`config.mk`:
```
export PLATFORM = sky130hd
export DESIGN_NAME = gshare_branch_tracker_flat
export DESIGN_NICKNAME = d
export VERILOG_FILES = /design/src/rtl/gshare_pkg.sv /design/src/rtl/gshare_branch_tracker_if.sv /design/src/rtl/branch_inflight_fifo.sv /design/src/rtl/gshare_branch_tracker.sv /design/src/flat_wrapper.sv
export SDC_FILE = /design/constraint.sdc
export NUM_CORES = 1
export LEC_CHECK = 0
export BUFFER_PORTS_ARGS = -buffer_cell sky130_fd_sc_hd__buf_2
export CELL_PAD_IN_SITES_DETAIL_PLACEMENT = 1
export CELL_PAD_IN_SITES_GLOBAL_PLACEMENT = 1
export CORE_MARGIN = 10
export CORE_UTILIZATION = 35
export CTS_BUF_LIST = sky130_fd_sc_hd__clkbuf_8
export DETAILED_ROUTE_END_ITERATION = 10
export GPL_TIMING_DRIVEN = 0
export PLACE_DENSITY = 0.73
export SYNTH_ARGS = -nofsm -noshare
export SYNTH_HDL_FRONTEND = slang
export SYNTH_HIERARCHICAL = 1
export SYNTH_SLANG_ARGS = --single-unit
```
`constraint.sdc`:
```
create_clock -name clk -period 4.9 [get_ports clk]
set_input_delay 0.735 -clock clk [delete_from_list [all_inputs] [get_ports clk]]
set_output_delay 0.735 -clock clk [all_outputs]
set_load 0.02 [all_outputs]
```
`src/rtl/gshare_pkg.sv`:
```
// Shared constants and in-flight entry layout for the gshare predictor and its tracker.
package gshare_pkg;

  localparam int PC_W   = 7;
  localparam int HIST_W = 7;

  // One in-flight branch: its PC, the prediction handed to fetch, and the
  // pre-update global history the predictor used for that prediction.
  typedef struct packed {
    logic [PC_W-1:0]   pc;
    logic              pred;
    logic [HIST_W-1:0] hist;
  } inflight_entry_t;

endpackage

```
`src/rtl/gshare_branch_tracker_if.sv`:
```
// Predict/train bus between the tracker (master) and the gshare predictor (slave).
interface gshare_branch_tracker_if;
  import gshare_pkg::*;

  logic              predict_valid;
  logic [PC_W-1:0]   predict_pc;
  logic              predict_taken;
  logic [HIST_W-1:0] predict_history;

  logic              train_valid;
  logic [PC_W-1:0]   train_pc;
  logic              train_taken;
  logic              train_mispredicted;
  logic [HIST_W-1:0] train_history;

  modport master (
    output predict_valid, predict_pc,
    input  predict_taken, predict_history,
    output train_valid, train_pc, train_taken, train_mispredicted, train_history
  );

  modport slave (
    input  predict_valid, predict_pc,
    output predict_taken, predict_history,
    input  train_valid, train_pc, train_taken, train_mispredicted, train_history
  );

endinterface

```
`src/rtl/branch_inflight_fifo.sv`:
```
// In-order queue of in-flight branches: push at tail, pop at head, clear on flush.
module branch_inflight_fifo
  import gshare_pkg::*;
#(
  parameter  int DEPTH = 4,
  localparam int PTR_W = $clog2(DEPTH),
  localparam int CNT_W = PTR_W + 1
) (
  input  logic            clk,
  input  logic            rst,
  input  logic            push,
  input  inflight_entry_t push_data,
  input  logic            pop,
  input  logic            clear,
  output inflight_entry_t head,
  output logic            full,
  output logic            empty,
  output logic [CNT_W-1:0] count
);

  inflight_entry_t  mem [DEPTH];
  logic [PTR_W-1:0] wr_ptr;
  logic [PTR_W-1:0] rd_ptr;
  logic [CNT_W-1:0] cnt;
  logic             do_push;
  logic             do_pop;

  assign full    = (cnt == CNT_W'(DEPTH));
  assign empty   = (cnt == '0);
  assign count   = cnt;
  assign head    = mem[rd_ptr];
  assign do_push = push && !full;
  assign do_pop  = pop && !empty;

  // Pointer and occupancy bookkeeping; clear drops every entry at once.
  always_ff @(posedge clk) begin
    if (rst || clear) begin
      wr_ptr <= '0;
      rd_ptr <= '0;
      cnt    <= '0;
    end else begin
      if (do_push) wr_ptr <= wr_ptr + PTR_W'(1);
      if (do_pop)  rd_ptr <= rd_ptr + PTR_W'(1);
      unique case ({do_push, do_pop})
        2'b10:   cnt <= cnt + CNT_W'(1);
        2'b01:   cnt <= cnt - CNT_W'(1);
        default: cnt <= cnt;
      endcase
    end
  end

  // Entry storage write.
  // NOTE: storage is deliberately not reset; the pointers alone define which
  // entries are live, so stale contents are never observed.
  always_ff @(posedge clk) begin
    if (do_push) mem[wr_ptr] <= push_data;
  end

endmodule

```
`src/rtl/gshare_branch_tracker.sv`:
```
// Fetch-side initiator for the gshare predictor: forwards predict requests,
// tracks in-flight branches in order, and issues train/flush on resolution.
module gshare_branch_tracker
  import gshare_pkg::*;
#(
  parameter int DEPTH = 4
) (
  input  logic                   clk,
  input  logic                   rst,
  input  logic                   fetch_valid,
  input  logic [PC_W-1:0]        fetch_pc,
  output logic                   fetch_ready,
  output logic                   fetch_pred_taken,
  input  logic                   resolve_valid,
  input  logic                   resolve_taken,
  output logic                   flush,
  output logic                   resolve_err,
  output logic [$clog2(DEPTH):0] count,
  gshare_branch_tracker_if.master bus
);

  inflight_entry_t head;
  inflight_entry_t push_entry;
  logic            full;
  logic            empty;
  logic            res_fire;
  logic            mispredict;
  logic            mp_fire;
  logic            push;

  // A mispredict flushes the queue this cycle, so a concurrent fetch is refused
  // rather than queued behind a flush that would discard it.
  assign res_fire    = resolve_valid && !empty;
  assign mispredict  = (head.pred != resolve_taken);
  assign mp_fire     = res_fire && mispredict;
  assign fetch_ready = !full && !mp_fire;
  assign push        = fetch_valid && fetch_ready;

  assign bus.predict_valid = push;
  assign bus.predict_pc    = fetch_pc;
  assign fetch_pred_taken  = bus.predict_taken;

  assign push_entry = '{pc: fetch_pc, pred: bus.predict_taken, hist: bus.predict_history};

  branch_inflight_fifo #(.DEPTH(DEPTH)) u_fifo (
    .clk       (clk),
    .rst       (rst),
    .push      (push),
    .push_data (push_entry),
    .pop       (res_fire),
    .clear     (mp_fire),
    .head      (head),
    .full      (full),
    .empty     (empty),
    .count     (count)
  );

  // Train port, flush and error pulses, one cycle after resolution.
  // NOTE: sequential state uses non-blocking assignments so every register
  // samples the pre-edge values regardless of statement order.
  always_ff @(posedge clk) begin
    if (rst) begin
      bus.train_valid        <= 1'b0;
      bus.train_pc           <= '0;
      bus.train_taken        <= 1'b0;
      bus.train_mispredicted <= 1'b0;
      bus.train_history      <= '0;
      flush                  <= 1'b0;
      resolve_err            <= 1'b0;
    end else begin
      bus.train_valid <= res_fire;
      flush           <= mp_fire;
      resolve_err     <= resolve_valid && empty;
      if (res_fire) begin
        bus.train_pc           <= head.pc;
        bus.train_history      <= head.hist;
        bus.train_taken        <= resolve_taken;
        bus.train_mispredicted <= mispredict;
      end
    end
  end

endmodule
```
`src/flat_wrapper.sv`:
```
// flat-port wrapper written by rule: the top's interface ports become plain ports
module gshare_branch_tracker_flat import gshare_pkg::*;
#(
  parameter int DEPTH = 4
)
  (clk, rst, fetch_valid, fetch_pc, fetch_ready, fetch_pred_taken, resolve_valid, resolve_taken, flush, resolve_err, count, bus_predict_valid, bus_predict_pc, bus_predict_taken, bus_predict_history, bus_train_valid, bus_train_pc, bus_train_taken, bus_train_mispredicted, bus_train_history);
  gshare_branch_tracker_if bus_i ();
  input  logic clk;
  input  logic rst;
  input  logic fetch_valid;
  input  logic [PC_W-1:0] fetch_pc;
  output logic fetch_ready;
  output logic fetch_pred_taken;
  input  logic resolve_valid;
  input  logic resolve_taken;
  output logic flush;
  output logic resolve_err;
  output logic [$clog2(DEPTH):0] count;
  output wire logic [$bits(bus_i.predict_valid)-1:0] bus_predict_valid;
  output wire logic [$bits(bus_i.predict_pc)-1:0] bus_predict_pc;
  input wire logic [$bits(bus_i.predict_taken)-1:0] bus_predict_taken;
  input wire logic [$bits(bus_i.predict_history)-1:0] bus_predict_history;
  output wire logic [$bits(bus_i.train_valid)-1:0] bus_train_valid;
  output wire logic [$bits(bus_i.train_pc)-1:0] bus_train_pc;
  output wire logic [$bits(bus_i.train_taken)-1:0] bus_train_taken;
  output wire logic [$bits(bus_i.train_mispredicted)-1:0] bus_train_mispredicted;
  output wire logic [$bits(bus_i.train_history)-1:0] bus_train_history;
  assign bus_predict_valid = bus_i.predict_valid;
  assign bus_predict_pc = bus_i.predict_pc;
  assign bus_i.predict_taken = bus_predict_taken;
  assign bus_i.predict_history = bus_predict_history;
  assign bus_train_valid = bus_i.train_valid;
  assign bus_train_pc = bus_i.train_pc;
  assign bus_train_taken = bus_i.train_taken;
  assign bus_train_mispredicted = bus_i.train_mispredicted;
  assign bus_train_history = bus_i.train_history;
  gshare_branch_tracker #(.DEPTH(DEPTH)) u_core (.clk(clk), .rst(rst), .fetch_valid(fetch_valid), .fetch_pc(fetch_pc), .fetch_ready(fetch_ready), .fetch_pred_taken(fetch_pred_taken), .resolve_valid(resolve_valid), .resolve_taken(resolve_taken), .flush(flush), .resolve_err(resolve_err), .count(count), .bus(bus_i));
endmodule
```
---- After elaboration in Yosys (flattened, before gate mapping) ----
Memories as Yosys holds them, arrays and structs flattened. A register that Yosys moved wholly into a read port is not among the register bits.
Index checks and enable logic that the tools add are counted.
storage, ports and cells
  flip-flop bits (word level) ............. 26
  output and inout port bits .............. 32
  memory bits (writable) .................. 60
  memories ................................ 1
memory list
  memory             words  bits a word  rd ports  clocked after Yosys merged registers in  wr ports  RTL line                    RTL
  u_core.u_fifo.mem  4      15           1         1                                        1         branch_inflight_fifo.sv:21  inflight_entry_t mem [DEPTH];
operators by class
  mux-type cells .......................... 5
  reductions and logical operators ........ 13
  equal/unequal tests ..................... 4
  $add $sub $neg .......................... 4
operators with widths
  cell                 number
  $logic_and 1x1->1    7
  $pmux 3 s2           1
  $add 2x1->2 const B  2
  $mux 2               2
  $add 3x1->3 const B  1
  $eq 3x3->1 const B   1
  $logic_not 1->1      3
  $logic_not 3->1      1
  $sub 3x1->3 const B  1
  $eq 2x1->1 const B   1
  $eq 2x2->1 const B   1
  $mux 1               2
  $reduce_bool 2->1    1
  $logic_or 1x1->1     1
  $ne 1x1->1           1

---- Longest topological paths before layout ----
Gate-level depths: netlist (run 1).
  depth in word-level cells ............... 10
  depth in mapped cells ................... 14
  depth with buffers taken out ............ 12

---- Cells and area by module ----
Netlist (run 1), hierarchy kept.
modules (own cells, without submodules)
  module                 area each (µm²)  cells each  times used  seq. area each (µm²)
  branch_inflight_fifo   2,656.3          134         1           1,981.9
  gshare_branch_tracker  805.8            89          1           380.4

---- Worst setup path before layout (run 1) ----
OpenSTA, ideal clock, no wires.
  path type ............................... register to register
  from .................................... register (tool-made name)
  to ...................................... register u_core.u_fifo.cnt[2], in the netlist u_core/u_fifo/count[2]
  arrival ................................. 3.819 ns
  data required time ...................... 4.830 ns
  stages on the path, launching flop included .. 15
  setup time .............................. 0.070 ns
  buffers on the path ..................... 2
  slack ................................... 1.011 ns
  cells stage by stage .................... dfxtp_1 buf_2 buf_4 mux4_2 xnor2_1 nor2_1 nor3b_1 and2_4 inv_1 ha_1 inv_1 fa_1 xor2_1 or3_2 a21oi_1
RTL lines
  element               RTL line                    RTL
  to (signal assigned)  branch_inflight_fifo.sv:45  2'b10: cnt <= cnt + CNT_W'(1);
  to (signal assigned)  branch_inflight_fifo.sv:46  2'b01: cnt <= cnt - CNT_W'(1);
  to (signal assigned)  branch_inflight_fifo.sv:47  default: cnt <= cnt;
  to (decl)             branch_inflight_fifo.sv:24  logic [CNT_W-1:0] cnt;

==> results of run 1 <==
==> layout make-up <==
cell class,instances,area (sq um),area share [%]
Multi-Input combinational cell,109,912,22.1
Inverter,8,37.5,0.911
Buffer,18,150,3.65
Timing Repair Buffer,51,255,6.20
Tap cell,133,166,4.04
Clock buffer,9,124,3.01
Sequential cell,88,2360,57.4
Clock inverter,7,111,2.70
==> flip-flops by register name, indices dropped and copies added (netlist names), named ones only <==
name and count:
u_core/u_fifo/rd_ptr 2, u_core/bus.train_taken 1, u_core/flush 1, u_core/bus.train_mispredicted 1, u_core/bus.train_pc 7, u_core/u_fifo/wr_ptr 2
u_core/bus.train_history 7, u_core/u_fifo/count 3, u_core/u_fifo/mem 60, u_core/bus.train_valid 1, u_core/resolve_err 1
==> final timing paths <==
check | start | slack, ns | depth (start not counted) | endpoint
setup reg to reg | flip-flop | 0.79 | 13 | u_core/u_fifo/count[2]
setup / recovery | flip-flop | 0.79 | 13 | u_core/u_fifo/count[2]
hold reg to reg | u_core/bus.train_history[6] | 0.46 | 2 | u_core/bus.train_history[6]
hold / removal | u_core/bus.train_history[6] | 0.46 | 2 | u_core/bus.train_history[6]
==> cells by family (layout without fill, tap and decap cells) <==
logic type | count (synthesis) | in the layout | synth area share, %
AND/OR/NAND/NOR | 59 | 59 | 8.28
multiplexers | 15 | 15 | 9.76
flip-flops | 88 | 88 | 68.2
adder cells (fa/ha/maj) | 6 | 6 | 2.39
XOR/XNOR | 3 | 3 | 0.759
buffers and inverters | 26 | 93 | 5.42
AO/OA/AOI/OAI | 26 | 26 | 5.17
==> power groups by stage <==
stage / Sequential [mW] / Clock [mW] / Combinational [mW]
floorplan: 1.02 / 0 / 0.348
global placement: 0.969 / 0 / 0.545
detailed placement: 0.977 / 0 / 0.559
CTS: 0.960 / 0.601 / 0.562
global route: 0.972 / 0.630 / 0.609
finish: 0.958 / 0.581 / 0.548
==> critical path, cell delays in order, from the launching register on <==
cell	delay [ns]
dfxtp_1	0.49
clkbuf_1	0.54
mux4_2	0.42
xnor2_1	0.33
nor2_1	0.17
nor3b_1	0.69
and2_4	0.29
inv_1	0.04
ha_1	0.21
inv_1	0.07
fa_1	0.17
xor2_1	0.07
or3_2	0.40
a21oi_1	0.14
==> metal layers <==
layer  up-vias  wire length (um)
met3        10               266
met1       929              3130
li1        930                 -
met4         0               139
met5         -                 0
met2        45              3440
==> cell usage in the layout (no fill, tap or decap), types with 2 or more instances in the layout <==
master	synthesis	layout
a21oi_1	11	11
a21oi_2	8	8
and3_2	4	4
buf_12	2	2
buf_2	3	54
buf_4	9	9
bufinv_16	0	3
clkbuf_2	2	2
clkbuf_8	1	10
dfxtp_1	28	28
edfxtp_1	60	60
ha_1	5	5
inv_1	7	8
mux4_2	15	15
nand2_1	32	32
nor2_1	9	9
nor3_1	2	2
o21ai_0	4	4
xor2_1	2	2
==> per-stage QoR <==
stage               hold WS (ns)  utilization (%)
detailed placement         0.452             40.1
global placement           0.443             40.1
CTS                        0.464             42.5
finish                     0.456             42.5
floorplan                  0.459                -
global route               0.488             42.5
==> impl_results.md, run 1 <==
* Outcome: finished clean
* Flop pwr share at 45.9%
* Detail Placement HPWL at 4910 um
* Setup crit end kind: flip-flop
* Overall via count from detail_route at 1914
* Fin. Hold Viols at 0
* Total clock sinks at 88
* VDD IR max at 0.147 mV
* Worst EP required at 5.19 ns
* Share of post-route cells with drive strength above 1 at 40.3%
* Core area at 9680 sq um
* Sequential area share after synthesis at 68.2%
* Layout Area Growth over Synthesis at 19.0%
* FFs w/ async S/R, synth at 0%
* Final wirelength at 6980 um
* Worst hold path type: flip-flop to flip-flop
* Min setup slack post-route at 0.786 ns
* Finished Cell Area at 4120 sq um
* Setup bufs post-CTS at 0
* TritonCTS clock tree: done
* Total power at 2.09 mW
* Synth top area cells: edfxtp_1 52%, dfxtp_1 16%, mux4_2 9.8%, nand2_1 3.5%, a21oi_2 2.0%
* Root Driver: clkbuf_8
* Sw Pwr at 0.613 mW
* Hold-fix buffers, CTS at 0
* Clock network power share at 27.8%
* Clock latency on the worst-skew pair at 0.35 ns
* Finished Layout Cells at 423
* #FFs+latches synth at 88
* Setup TNS at 0 ns
* Die X-Extent at 119 um
* GRT overflow at 0
* N_diodes at 0
* Placer Congestion at 0.748
* # IOs at 52
* Antenna-violating nets left at 0
* Largest net degree at the start of global routing at 16
* Met3 Track Usage GR at 2.17%
* Rows at 36
* Syn_nets at 249
* Primary FF master, synth: edfxtp_1
* GR met1 Demand/Resource at 12.1%
* All-Layer GR Usage at 10.2%
* Fin crit period at 4.11 ns
* Fin crit share at 84.0%
* Syn Inst Count at 223
* # Max-Cap Violations at 0
* Vias in the first global route at 2153
* Worst slew margin at 45.8%
* CTS H-Tree Depth at 3
* Net Sw Frac at 29.4%
* Die Y at 119 um
* Least-Margin Pin Slew at 0.811 ns
* Resized cells post-CTS at 0
* Endpoints failing setup at 0
* First-pass GRT wire length at 11300 um
* FILL cells at 1017
* Max FO, Critical Path at 10
* Leakage power at 1.51 nW
* Startpoint Class: flip-flop
* Comb pwr share at 26.3%
* Yosys top cell area share at 52.0%
* Placed Area at 3880 sq um
* Synthesis Warnings at 6
* Drt drc at 0
* Final Skew at 0.00824 ns
* Number of flops mapped to enable cells by yosys at 60
* FMAX at 243 MHz
* Synth area leader: edfxtp_1
* Cell area after synthesis at 3460 sq um
* Fin. max-slew vios at 0
* Met2 GRT Util at 16.9%
* Vias per cell at 4.52
* First-pass DRT Iterations at 4
* Netlist cell types at 37
* Die area at 14300 sq um
* Unrepaired setup endpoints after global routing: false
* Starting Density at 35.7%
* Cell with the most instances after synthesis: edfxtp_1
* Critical path class: flip-flop to flip-flop
* Top Usage Layer GRT: met2
* Initial antenna violation count at 0
* Syn Area/Cell at 15.5 sq um
* Layout Nets at 311
* Pre-CTS setup slack at 0.757 ns
* Deepest clock path buffer count at 2
* WL/cell at 16.5 um
* Crit path arrival time at 4.40 ns
* PwrDens at 507 nW/um^2
* 1st-iter DRT viols at 91
* CTS Buf Count at 9
* Commonest cells in the netlist: 60 x edfxtp_1, 32 x nand2_1, 28 x dfxtp_1
* Inst Count DP at 407
* PortBufs at 51
* Clk pin slew, worst setup/hold paths at 0.08 ns
* Pint at 1.47 mW
Note: power is estimated with default switching activity, not from simulation.
==> run 2, diff against run 1 <==
--- a/config.mk
+++ b/config.mk
@@ -13,7 +13,7 @@
 export CTS_BUF_LIST = sky130_fd_sc_hd__clkbuf_8
 export DETAILED_ROUTE_END_ITERATION = 10
 export GPL_TIMING_DRIVEN = 0
-export PLACE_DENSITY = 0.73
+export PLACE_DENSITY = 0.75
 export SYNTH_ARGS = -nofsm -noshare
 export SYNTH_HDL_FRONTEND = slang
 export SYNTH_HIERARCHICAL = 1
==> constraint.sdc (replaced) <==
create_clock -name clk -period 3.6 [get_ports clk]
set_input_delay 0.54 -clock clk [delete_from_list [all_inputs] [get_ports clk]]
set_output_delay 0.54 -clock clk [all_outputs]
set_load 0.02 [all_outputs]
==> run 2 against run 1 <==
Effect of this change:
- count of clock-buffer cells in the layout is 1 higher
- final cell count up 0.71%
- hold slack got worse by 0.049 ns
- largest cell class unchanged
- largest power group unchanged
- highest routed layer is now met5
==> impl_results.md, run 2 (synthesized netlist as in run 1, its figures left out) <==
* Least-Margin Pin Slew at 0.537 ns
* Vias in the first global route at 2194
* Slowest cell on crit path: mux4_2
* Clk pin slew, worst setup/hold paths at 0.09 ns
* Share of post-route cells with drive strength above 1 at 43.0%
* Detail Placement HPWL at 4880 um
* PortBufs at 51
* Crit path max-delay family: simple AND/OR/NAND/NOR gates
* Hold-fix buffers, CTS at 0
* Worst EP required at 3.88 ns
* Clock latency on the worst-skew pair at 0.35 ns
* Worst hold margin at 0.408 ns
* Met2 GRT Util at 18.0%
* Vias per cell at 4.59
* Placed Area at 3890 sq um
* Max FO, Critical Path at 10
* Setup crit end kind: flip-flop
* PwrDens at 681 nW/um^2
* GR met1 Demand/Resource at 11.8%
* TritonCTS clock tree: done
* Initial antenna violation count at 1
* Startpoint Class: flip-flop
* Layout Area Growth over Synthesis at 20.6%
* Cell repeated most along the worst path: inv_1
* Critical Path Stages at 14
* Starting Density at 35.7%
* Finished Layout Cells at 426
* Setup TNS at 0 ns
* Critical path class: flip-flop to flip-flop
* Fin crit period at 3.41 ns
* First-pass DRT Iterations at 4
* FMAX at 293 MHz
* Fin util at 43.1%
* Crit path arrival time at 3.70 ns
* Fin. Hold Viols at 0
* Commonest non-fill, non-tap cells in the layout: 60 x edfxtp_1, 54 x buf_2, 32 x nand2_1
* Total clock sinks at 88
* All-Layer GR Usage at 10.4%
* Total power at 2.84 mW
* GRT overflow at 0
* # Max-Cap Violations at 0
* Die X-Extent at 119 um
* Delay of the slowest critical-path stage at 0.59 ns
* CTS H-Tree Depth at 3
* # IOs at 52
* WP buf/inv at 4
* Layout Nets at 314
* R2r worst-path depth at 14
* Root Driver: clkbuf_8
* Placer Congestion at 0.712
* Leakage power at 1.54 nW
* Pre-CTS setup slack at -0.265 ns
* Biggest regs: u_core/u_fifo/mem: 60 flops, u_core/bus.train_history: 7 flops, u_core/bus.train_pc: 7 flops
* 1st-iter DRT viols at 83
* Largest net degree at the start of global routing at 16
* Final Skew at 0.00862 ns
* VDD IR max at 0.206 mV
* Deepest clock path buffer count at 2
* Worst slew margin at 64.0%
* Endpoints failing setup at 0
* Final wirelength at 7100 um
* Min setup slack post-route at 0.188 ns
* Cells on Worst Hold Path at 1
* Inst Count DP at 407
* Fin crit share at 94.8%
* Core area at 9680 sq um
* Fin. max-slew vios at 0
* Commonest non-fill, non-tap cell in the layout: edfxtp_1
* CTS Buf Count at 9
* Die Y at 119 um
* Rows at 36
* Worst hold path type: primary input to flip-flop
* Die area at 14300 sq um
* Antenna-violating nets left at 0
* Overall via count from detail_route at 1957
* WL/cell at 16.7 um
* Drt drc at 0
* Largest Register: u_core/u_fifo/mem
* Finished Cell Area at 4180 sq um
* N_diodes at 0
* Critical path, cell by cell: buf_2, buf_6, mux4_2, xnor2_4, nor2_4, nor3b_4, and2_4, inv_1, ha_1, inv_1, fa_1, xor2_1, or3_2, a21oi_1
* First-pass GRT wire length at 11700 um
* Top Usage Layer GRT: met2
* Met3 Track Usage GR at 3.68%
* Outcome: finished clean
* Max reg flops at 60
## run 2: layout make-up
cell class / count / area [sq um]
clock buffers: 10 / 138
fillers: 1002 / 5510
multi-input cells: 109 / 950
well taps: 133 / 166
plain buffers: 18 / 155
repair buffers: 54 / 278
flip-flops and latches: 88 / 2360
clock inverters: 6 / 90.1
inverters: 8 / 37.5
## run 2: metal layers
layer / share of wire, % / up-vias
met5: 0.18 / -
met2: 51 / 45
li1: - / 930
met1: 42 / 971
met4: 1.4 / 2
met3: 4.8 / 9
## run 2: power breakdown
part / internal [mW] / leakage [nW] / total, mW / switching, mW
clock: 0.413 / 0.113 / 0.757 / 0.344
sequential: 1.25 / 0.778 / 1.30 / 0.0583
combinational: 0.327 / 0.644 / 0.783 / 0.456
## run 2: repair_timing
item	4_1_cts	5_1_grt
resized for setup	5	2
setup endpoints to repair	3	1
pin swaps	0	1
setup buffers	0	3
gates cloned	0	0
## run 2: path summary, 6_finish.rpt
kind / from / slack (ns) / endpoint
max: flip-flop / 0.19 / u_core/u_fifo/count[2]
max reg2reg: flip-flop / 0.19 / u_core/u_fifo/count[2]
min reg2reg: u_core/bus.train_history[4] / 0.46 / u_core/bus.train_history[4]
min: bus_predict_history[2] / 0.41 / u_core/u_fifo/mem[2][2]
==> run 3, diff against run 2 <==
--- a/config.mk
+++ b/config.mk
@@ -9,11 +9,11 @@
 export CELL_PAD_IN_SITES_DETAIL_PLACEMENT = 1
 export CELL_PAD_IN_SITES_GLOBAL_PLACEMENT = 1
 export CORE_MARGIN = 10
-export CORE_UTILIZATION = 35
+export CORE_UTILIZATION = 38
 export CTS_BUF_LIST = sky130_fd_sc_hd__clkbuf_8
 export DETAILED_ROUTE_END_ITERATION = 10
 export GPL_TIMING_DRIVEN = 0
-export PLACE_DENSITY = 0.75
+export PLACE_DENSITY = 0.8
 export SYNTH_ARGS = -nofsm -noshare
 export SYNTH_HDL_FRONTEND = slang
 export SYNTH_HIERARCHICAL = 1
==> run 3 against run 2 <==
Effect of this change:
- sequential power about the same
- final cell count fell by 5.6%
- combinational power is 2% higher
- global-route usage grew 1.1 points
- via count is 1.8% higher
- critical path depth unchanged
- sequential share of layout area increased by 0.31 points
- first-iteration DRC count shrank 1.2%
- hold slack lost 0.015 ns
- largest power group unchanged
- clock power up 0.9%
- count of clock-buffer cells in the layout decreased by 1
==> impl_results.md, run 3 (synthesized netlist as in run 1, its figures left out) <==
* Outcome: finished clean
* Hold-fix buffers, CTS at 0
* Met3 Track Usage GR at 4.55%
* Worst slew margin at 47.7%
* Pint at 1.98 mW
* First-pass GRT wire length at 11600 um
* Finished Cell Area at 4150 sq um
* Endpoints failing setup at 0
* Min setup slack post-route at 0.223 ns
* Share of post-route cells with drive strength above 1 at 43.2%
* Pre-CTS setup slack at -0.246 ns
* PortBufs at 51
* Die X-Extent at 115 um
* Placed Area at 3860 sq um
* Leakage power at 1.54 nW
* VDD IR max at 0.289 mV
* # Max-Cap Violations at 0
* Die area at 13300 sq um
* Overall via count from detail_route at 1992
* CTS H-Tree Depth at 3
* Flop pwr share at 45.5%
* Drt drc at 0
* Fin. Hold Viols at 0
* Crit path arrival time at 3.68 ns
* Max reg flops at 60
* Critical path, cell by cell: clkbuf_4, buf_6, mux4_2, xnor2_4, nor2_4, nor3b_4, and2_4, inv_1, ha_1, inv_1, fa_1, xor2_1, or3_2, a21oi_1
* Clk pin slew, worst setup/hold paths at 0.10 ns
* FMAX at 296 MHz
* Deepest clock path buffer count at 2
* Vias per cell at 4.96
* Layout Nets at 315
* Critical path class: flip-flop to flip-flop
* Commonest non-fill, non-tap cell in the layout: edfxtp_1
* Antenna-violating nets left at 0
* Starting Density at 39.3%
* Rows at 34
* PwrDens at 690 nW/um^2
* Biggest regs: u_core/u_fifo/mem: 60 flops, u_core/bus.train_history: 7 flops, u_core/bus.train_pc: 7 flops
* CTS Buf Count at 9
* First-pass DRT Iterations at 4
* Initial antenna violation count at 0
* Top Usage Layer GRT: met2
* Layout Area Growth over Synthesis at 20.0%
* Placer Congestion at 0.732
* Clock network power share at 26.7%
* Largest Register: u_core/u_fifo/mem
* Commonest non-fill, non-tap cells in the layout: 60 x edfxtp_1, 53 x buf_2, 32 x nand2_1
* Final Skew at 0.0149 ns
* All-Layer GR Usage at 11.5%
* Net Sw Frac at 31.1%
* Die Y at 115 um
* Worst EP required at 3.90 ns
* Slowest cell on crit path: mux4_2
* Total power at 2.87 mW
* FILL cells at 892
* Setup crit end kind: flip-flop
* Delay of the slowest critical-path stage at 0.60 ns
* Worst hold path type: primary input to flip-flop
* Cell repeated most along the worst path: inv_1
* # IOs at 52
* Core area at 8810 sq um
* N_diodes at 0
* Vias in the first global route at 2153
* Root Driver: clkbuf_8
* Worst hold margin at 0.393 ns
* Comb pwr share at 27.8%
* Clock latency on the worst-skew pair at 0.36 ns
* Least-Margin Pin Slew at 0.778 ns
* Final wirelength at 7370 um
* GRT overflow at 0
* Max FO, Critical Path at 10
* Fin crit share at 93.8%
* 1st-iter DRT viols at 82
* Detail Placement HPWL at 4920 um
* WL/cell at 18.3 um
* Startpoint Class: flip-flop
* Total clock sinks at 88
* Sw Pwr at 0.892 mW
* Largest net degree at the start of global routing at 17
* Fin crit period at 3.38 ns
* Fin. max-slew vios at 0
* Met2 GRT Util at 18.8%
* GR met1 Demand/Resource at 13.7%
* Unrepaired setup endpoints after global routing: false
* TritonCTS clock tree: done
## run 3: cell count changes in the layout (fill, tap and decap cells not counted)
| cell | before | now |
|---|---|---|
| clkbuf_4 | 0 | 1 |
| buf_2 | 54 | 53 |
| clkbuf_8 | 11 | 10 |
| clkinv_4 | 0 | 2 |
| clkinv_2 | 1 | 0 |
| buf_4 | 11 | 12 |
## run 3: timing repair
action / CTS / global route
gates resized for setup: 4 / 4
pin swaps: 0 / 1
buffers inserted: 0 / 4
endpoints found under the setup margin: 3 / 2
## run 3: routing by layer
metal,routed length [um],vias to the layer above
met2,3690,50
met5,0,-
met1,3070,998
li1,-,937
met4,79,0
met3,534,7
## run 3: final timing paths
| path | startpoint | end | slack [ns] | cells past startpoint |
|---|---|---|---|---|
| hold / removal | bus_predict_history[2] | u_core/u_fifo/mem[2][2] | 0.39 | 1 |
| setup / recovery | flip-flop | u_core/u_fifo/count[2] | 0.22 | 14 |
| setup reg to reg | flip-flop | u_core/u_fifo/count[2] | 0.22 | 14 |
| hold reg to reg | u_core/bus.train_history[5] | u_core/bus.train_history[5] | 0.46 | 2 |
## run 3: area by class of cell
cell class,instances,area [sq um],area share (%)
clock buffers,9,124,2.98
flip-flops and latches,88,2360,56.9
repair buffers,55,285,6.87
multi-input cells,109,950,22.9
well taps,108,135,3.25
plain buffers,18,158,3.80
clock inverters,7,103,2.47
inverters,8,37.5,0.904
## run 3: critical path, delay by kind of cell (launching register included)
| kind | cells | cell delay, ns |
|---|---|---|
| compound gates | 1 | 0.14 |
| xor+xnor | 2 | 0.30 |
| fa+ha+maj | 2 | 0.38 |
| buf+inv | 4 | 0.53 |
| flops | 1 | 0.33 |
| mux | 1 | 0.60 |
| simple gates | 4 | 1.03 |
## run 3: power groups by stage
stage                     sequential [mW]  combinational [mW]  clock (mW)
after floorplan                      1.39               0.475           0
after global placement               1.32               0.744           0
after detailed placement             1.33               0.767           0
after CTS                            1.31               0.785       0.783
after global routing                 1.32               0.880       0.839
final                                1.30               0.798       0.764
## run 3: per-stage QoR
stage	instances	TNS [ns]	utilization, %
global placement	382	-0.130	43.8
global route	402	0	47.2
detailed placement	382	-0.328	43.8
finish	402	0	47.2
CTS	398	0	46.6
floorplan	223	0	-
